===== src/rtl/psum_accumulator.sv =====
// rtl/psum_accumulator.sv - accumulates NUM_CH partial sums onto a bias, then rounds, shifts, ReLUs and saturates
//
// Purpose: downstream stage of the convolution adder tree. One signed partial
//   sum is taken per accepted beat; NUM_CH beats are summed onto a bias that is
//   sampled with the first beat. The final sum is rounded half-up, arithmetic
//   right-shifted, optionally clamped at zero and saturated to OUT_WIDTH bits.
// Ports:
//   clk, rst_n            clock, asynchronous active-low reset
//   clear                 synchronous abort of the current group
//   in_valid/in_ready/din partial-sum input stream
//   bias, shift, relu_en  per-group settings, sampled on the first beat
//   out_valid/out_ready   output handshake
//   dout                  signed saturated activation
module psum_accumulator #(
  parameter int IN_WIDTH  = 13,
  parameter int ACC_WIDTH = 24,
  parameter int OUT_WIDTH = 8,
  parameter int NUM_CH    = 4
) (
  input  logic                 clk,
  input  logic                 rst_n,
  input  logic                 clear,
  input  logic                 in_valid,
  output logic                 in_ready,
  input  logic [IN_WIDTH-1:0]  din,
  input  logic [ACC_WIDTH-1:0] bias,
  input  logic [4:0]           shift,
  input  logic                 relu_en,
  output logic                 out_valid,
  input  logic                 out_ready,
  output logic [OUT_WIDTH-1:0] dout
);

  localparam int CNT_W = $clog2(NUM_CH + 1);
  // Wide enough that the rounding constant (up to 2^30) never wraps.
  localparam int RW = ACC_WIDTH + 32;
  localparam logic signed [RW-1:0] SAT_MAX = RW'((1 << (OUT_WIDTH - 1)) - 1);
  localparam logic signed [RW-1:0] SAT_MIN = ~SAT_MAX;

  typedef enum logic [1:0] {S_IDLE, S_ACCUM, S_OUTPUT} state_t;

  state_t               state, state_n;
  logic [ACC_WIDTH-1:0] acc;
  logic [CNT_W-1:0]     ch_cnt;
  logic [4:0]           shift_q;
  logic                 relu_q;
  logic [OUT_WIDTH-1:0] dout_q;

  logic                 accept;
  logic                 last_beat;
  logic [ACC_WIDTH-1:0] din_ext;
  logic [ACC_WIDTH-1:0] sum;
  logic [4:0]           eff_shift;
  logic                 eff_relu;
  logic signed [RW-1:0] r_ext, rnd, r_sh, r_relu, r_sat;
  logic [OUT_WIDTH-1:0] dout_n;

  assign in_ready  = rst_n && (state != S_OUTPUT);
  assign out_valid = (state == S_OUTPUT);
  assign dout      = dout_q;
  assign din_ext   = {{(ACC_WIDTH-IN_WIDTH){din[IN_WIDTH-1]}}, din};

  always_comb begin
    state_n   = state;
    accept    = in_valid && in_ready;
    // In IDLE the incoming beat starts a group, so the live bias/shift/relu
    // apply; that matters when NUM_CH==1 and the first beat is also the last.
    sum       = ((state == S_IDLE) ? bias : acc) + din_ext;
    eff_shift = (state == S_IDLE) ? shift   : shift_q;
    eff_relu  = (state == S_IDLE) ? relu_en : relu_q;
    last_beat = accept && ((state == S_IDLE) ? (NUM_CH == 1)
                                             : (ch_cnt == CNT_W'(NUM_CH - 1)));

    r_ext = {{(RW-ACC_WIDTH){sum[ACC_WIDTH-1]}}, sum};
    rnd   = '0;
    if (eff_shift != 5'd0) rnd = RW'(1) << (eff_shift - 5'd1);
    r_sh   = (r_ext + rnd) >>> eff_shift;
    r_relu = (eff_relu && (r_sh < 0)) ? '0 : r_sh;
    if (r_relu > SAT_MAX)      r_sat = SAT_MAX;
    else if (r_relu < SAT_MIN) r_sat = SAT_MIN;
    else                       r_sat = r_relu;
    dout_n = r_sat[OUT_WIDTH-1:0];

    case (state)
      S_IDLE:   if (accept) state_n = (NUM_CH == 1) ? S_OUTPUT : S_ACCUM;
      S_ACCUM:  if (last_beat) state_n = S_OUTPUT;
      S_OUTPUT: if (out_ready) state_n = S_IDLE;
      default:  state_n = S_IDLE;
    endcase
    if (clear) state_n = S_IDLE;
  end

  always_ff @(posedge clk or negedge rst_n) begin
    if (!rst_n) state <= S_IDLE;
    else        state <= state_n;
  end

  always_ff @(posedge clk or negedge rst_n) begin
    if (!rst_n) begin
      acc     <= '0;
      ch_cnt  <= '0;
      shift_q <= '0;
      relu_q  <= 1'b0;
      dout_q  <= '0;
    end else if (clear) begin
      acc    <= '0;
      ch_cnt <= '0;
    end else if (accept) begin
      acc <= sum;
      if (state == S_IDLE) begin
        ch_cnt  <= CNT_W'(1);
        shift_q <= shift;
        relu_q  <= relu_en;
      end else begin
        ch_cnt <= ch_cnt + CNT_W'(1);
      end
      if (last_beat) dout_q <= dout_n;
    end else if (out_valid && out_ready) begin
      ch_cnt <= '0;
    end
  end

endmodule


===== config.mk =====
export PLATFORM = sky130hd
export DESIGN_NAME = psum_accumulator
export DESIGN_NICKNAME = d
export VERILOG_FILES = /design/src/rtl/psum_accumulator.sv
export SDC_FILE = /design/constraint.sdc
export NUM_CORES = 1
export LEC_CHECK = 0
export CORE_UTILIZATION = 57
export DETAILED_ROUTE_END_ITERATION = 10
export PLACE_DENSITY = 0.8
export RECOVER_POWER = 100
export SLEW_MARGIN = 40
export SYNTH_ARGS = -nofsm -noshare
export SYNTH_HDL_FRONTEND = slang
export SYNTH_SLANG_ARGS = --single-unit
export TNS_END_PERCENT = 1

===== constraint.sdc =====
create_clock -name clk -period 7.7 [get_ports clk]
set_input_delay 1.54 -clock clk [delete_from_list [all_inputs] [get_ports clk]]
set_output_delay 1.54 -clock clk [all_outputs]
set_load 0.02 [all_outputs]

==> flow_summary.ini, run 1 <==
[status]
status = stopped before the end
stop_stage = global routing (5_1_grt)
error = [ERROR GRT-0232] Routing congestion too high. Check the congestion heatmap in the GUI.

[placed_design]
hpwlAfterDp_um = 30080
dp_slack_ps = -1144
io_buffers = 57
gp_congestion = 1.016

[synth]
syn_inst = 1382
synth_ff_type = dfrtp_1
synth_enable_flop_cells = 0
synth_cell_types = 111
ys_seq_area_share_pct = 11.46
yosys_warnings = 0
avgSynthCellArea_um2 = 6.792
synthArstFlopShare_pct = 100.0
synth_area_mm2 = 0.009387
synthesis.nets = 1492
ys_seq_elements = 43

[clock_network]
numCtsBuffers = 5
cts.path.max_buffers = 2
root_buffer = clkbuf_16
cts_sinks = 43
cts_max_level = 2

[global_route]
grt_max_degree = 74
grt.total_usage_pct = 74.11
grt-ovfl-total = 1

[floorplanning]
num_rows = 46
fp.dieW_um = 130.3
initial_core_util_pct = 58.66
design.portCount = 58
die_height_um = 130.3

[timing]
worstEndpointType = sequential cell input
worstEndpointGrtRepair = dout[2]$_DFFE_PN0P_/D
[synthesized netlist by cell type (8+ instances only)]
library cell / instances / area share, %
o211ai_1: 34 / 2.7
a21o_1: 22 / 1.8
nand2_1: 244 / 9.8
a2111oi_0: 9 / 0.84
a211o_1: 15 / 1.4
o21a_1: 19 / 1.5
nor3_1: 38 / 2.0
nand3_1: 31 / 1.7
clkbuf_1: 47 / 1.9
mux2i_1: 30 / 3.2
xor2_1: 14 / 1.3
nand4_1: 30 / 2.0
and3_1: 12 / 0.80
or3_1: 13 / 0.87
o21ai_0: 76 / 4.1
and2_1: 14 / 0.93
buf_2: 30 / 1.6
buf_1: 16 / 0.64
a21oi_1: 123 / 6.6
a22oi_1: 12 / 0.96
dfrtp_1: 43 / 11
inv_1: 20 / 0.80
o21ai_1: 18 / 0.96
a221oi_1: 10 / 0.93
a211oi_1: 30 / 2.4
xnor2_1: 25 / 2.3
a31oi_1: 17 / 1.1
o31ai_1: 8 / 0.64
ha_1: 60 / 8.0
nor2_1: 135 / 5.4
o22ai_1: 10 / 0.67
[stage by stage]
stage               hold slack [ps]  cell area (um^2)  std cells  utilization (%)
detailed placement            477.4             12100       1849            75.65
floorplan                     449.8              9437       1382                -
CTS                           493.8             12730       1884            79.57
global placement              459.9             12100       1849            75.63
[cell families after synthesis]
family / synth area share (%)
muxes: 4.039
adders and majority gates: 8.424
other: 0.08001
AOI/OAI and AO/OA: 38.35
xor gates and xnor gates: 4.052
DFF: 11.46
and+or+nand+nor: 28.27
buffers and inverters: 5.318
[per-layer routing]
layer	GRT usage [%]	GRT overflow
met5	39.71	0
met2	88.11	0
met3	60.35	0
met4	62.24	1
met1	78.57	0
[timing repair]
item                       in CTS
hold endpoints to repair        0
buffers inserted               28
setup endpoints to repair       7
resized for setup              62
hold buffers                    0
pin swaps                      44
==> run 2, diff against run 1 <==
Settings changed: CORE_UTILIZATION 57 to 40, PLACE_DENSITY 0.8 to not set, PLACE_DENSITY_LB_ADDON set to 0.15.
Clock period 7.7 ns to 10 ns, I/O delays scaled along.
==> flow_summary.ini, run 2 <==
[status]
status = finished with violations
violations = max-capacitance violations, max-slew violations

[synth]
synthMuxAreaShare_pct = 4.039
synth_simple_gate_area_share_pct = 28.27
syn_inst = 1382
synth_top_area_share_pct = 11.46
synth_enable_flop_cells = 0
synth_area_mm2 = 0.009387
synth_area_leaders = dfrtp_1 (11%), nand2_1 (9.8%), ha_1 (8.0%), a21oi_1 (6.6%), nor2_1 (5.4%)
synthXorXnorAreaFrac_pct = 4.052
ys_seq_elements = 43
ys_seq_area_share_pct = 11.46
yosys_warnings = 0
synth_top_family_by_area = compound AO/OA/AOI/OAI gates
synth_common_cells = nand2_1 (244), nor2_1 (135), a21oi_1 (123)
synth_fa_ha_area_share_pct = 8.424
synth_cell_types = 111
synth_area_leader_cell = dfrtp_1
synth_ff_type = dfrtp_1
synth-compound-area-share_pct = 38.35
synthMostInstantiatedCell = nand2_1
synthesis.nets = 1492
avgSynthCellArea_um2 = 6.792
synthArstFlopShare_pct = 100.0

[clock_network]
ctsHoldBuffers = 0
cts.path.max_buffers = 2
root_buffer = clkbuf_16
cts_sinks = 43
numCtsBuffers = 5
tritoncts = built
clk_latency_ps = 300
cts_max_level = 2
clkTransAtPathRegs_ps = 60

[pwr]
seq_power_share_pct = 12.3
netSwitchingPower_mw = 0.8676
p_sw_share_pct = 52.82
p_comb_share_pct = 75.6
power_density_mw_per_mm2 = 151.4
p_int_mw = 0.7750
ir_drop_mv = 0.09123
power.total_mw = 1.643
clkPwrFrac_pct = 12.0
leakage_nw = 4.458

[timing]
fmax_mhz = 105.2
period_needed_ps = 9509
rsz0062_at_grt = yes
maxSlewHeadroom_pct = -73.11
fin_worst_skew_ps = 4.915
slew_violations = 46
fin_crit_sh_pct = 95.09
whs_ps = 477.7
setup_violations = 0
hold_violations = 0
tightest_slew_ps = 2597

[drt]
viasPerCell = 6.295
routed_wirelength_um = 36200
first_pass_iters = 5
drtAntennaViolNets = 0
drc = 0
via_count = 11048
drtIter0Drc = 1343
wl_per_cell_um = 20.63

[cells_and_area]
largest_reg_flops = 24
final_util_pct = 47.49
max_flop_register = acc
drive_above_1_share_pct = 11.37
layout_commonest_cell = nand2_1
final_nets = 1551
syn2layout_area_growth_pct = 15.58
n_antenna_cell = 0
final_cell_mix = nand2_1 (244), nor2_1 (135), a21oi_1 (123), buf_4 (90), o21ai_0 (76)
finalNonFillerCells = 1755

[floorplanning]
num_rows = 55
design.portCount = 58
initial_core_util_pct = 41.08
fp.dieW_um = 155.2
dieArea_mm2 = 0.02408
core_mm2 = 0.02285
die_height_um = 155.2

[global_route]
grt_pass1_wl_um = 58280
grt-ovfl-total = 0
grt_max_degree = 77
antenna_found_initial = 0
grt.total_usage_pct = 30.55
grt_pass1_vias = 10417

[worst_setup_path]
crit_path_frequent_cell = buf_4
cp-start-kind = primary input
required_ps = 10170
path_max_fanout = 8
cp.arrival_ps = 9680
crit_type = primary input to register
reg2reg_to = dout[0]
rr_startpoint = state[1]
rrSetupSlack_ps = 1510
endpoint_kind = register
crit_path_top_delay_cell = a2111oi_0
slowest_delay_ps = 500
reg2reg_depth = 37

[placed_design]
dp.cells = 1746
hpwlAfterDp_um = 27890
io_buffers = 57
gp_congestion = 0.9683

[worst_hold_path]
hp-class = register to register
whs_path_depth = 2
min_to = ch_cnt[2]
hold_start = ch_cnt[2]

[run]
maxCapViolations = 1
==> run 2: cell families after synthesis <==
logic type | after synthesis
and+or+nand+nor | 568
AOI/OAI and AO/OA | 511
buffers and inverters | 118
adders and majority gates | 62
DFF | 43
xor gates and xnor gates | 41
muxes | 37
other | 2
==> run 2: through the flow <==
step,TNS [ps],setup WS (ps),instance area [um^2]
2_1_floorplan,0,1560,9387
3_3_place_gp,0,156.1,10660
3_5_place_dp,0,231.4,10660
4_1_cts,0,518.9,10830
5_1_grt,-31.79,-19.67,10850
6_report,0,490.6,10850
==> run 2: worst max path at each step <==
stage / from / to / depth (start not counted)
4_1_cts: bias[0] / dout[2] / 36
6_report: bias[0] / dout[0] / 38
3_3_place_gp: bias[0] / dout[2] / 36
2_1_floorplan: bias[0] / dout[2] / 33
3_5_place_dp: bias[0] / dout[2] / 36
5_1_grt: bias[0] / dout[2] / 37
==> run 2: area by class of cell <==
type                    count  area, um^2
clock inverters             3       43.79
fillers                  2434       12000
repair buffers            149        1249
inverters                  21       78.83
clock buffers               5       125.1
well taps                 313       391.6
flip-flops and latches     43        1076
multi-input cells        1221        7885
==> run 2: routing by layer <==
metal  routed length [um]  global-route usage [%]
met1                17220                   45.15
met2                15380                   46.50
met3                 2650                   3.175
met4                  951                   8.637
met5                    0                       0
==> run 2: power groups by stage <==
stage	Combinational [mW]	Clock [mW]	Sequential, mW
2_1_floorplan	0.814	0	0.207
3_3_place_gp	1.21	0	0.206
3_5_place_dp	1.21	0	0.206
4_1_cts	1.21	0.203	0.203
5_1_grt	1.35	0.210	0.205
6_report	1.24	0.198	0.203
==> run 2: critical path, delay by kind of cell <==
| kind | cells | cell delay (ps) |
|---|---|---|
| compound gates | 17 | 3800 |
| xor+xnor | 1 | 170 |
| fa+ha+maj | 3 | 910 |
| buf+inv | 7 | 1410 |
| simple gates | 10 | 1390 |
==> run 2: repair_timing <==
item,4_1_cts,5_1_grt
setup buffers,0,1
setup endpoints to repair,0,7
gates resized for setup,0,5
endpoints found under the hold margin,0,0
Power figures use the tool's default switching activity.
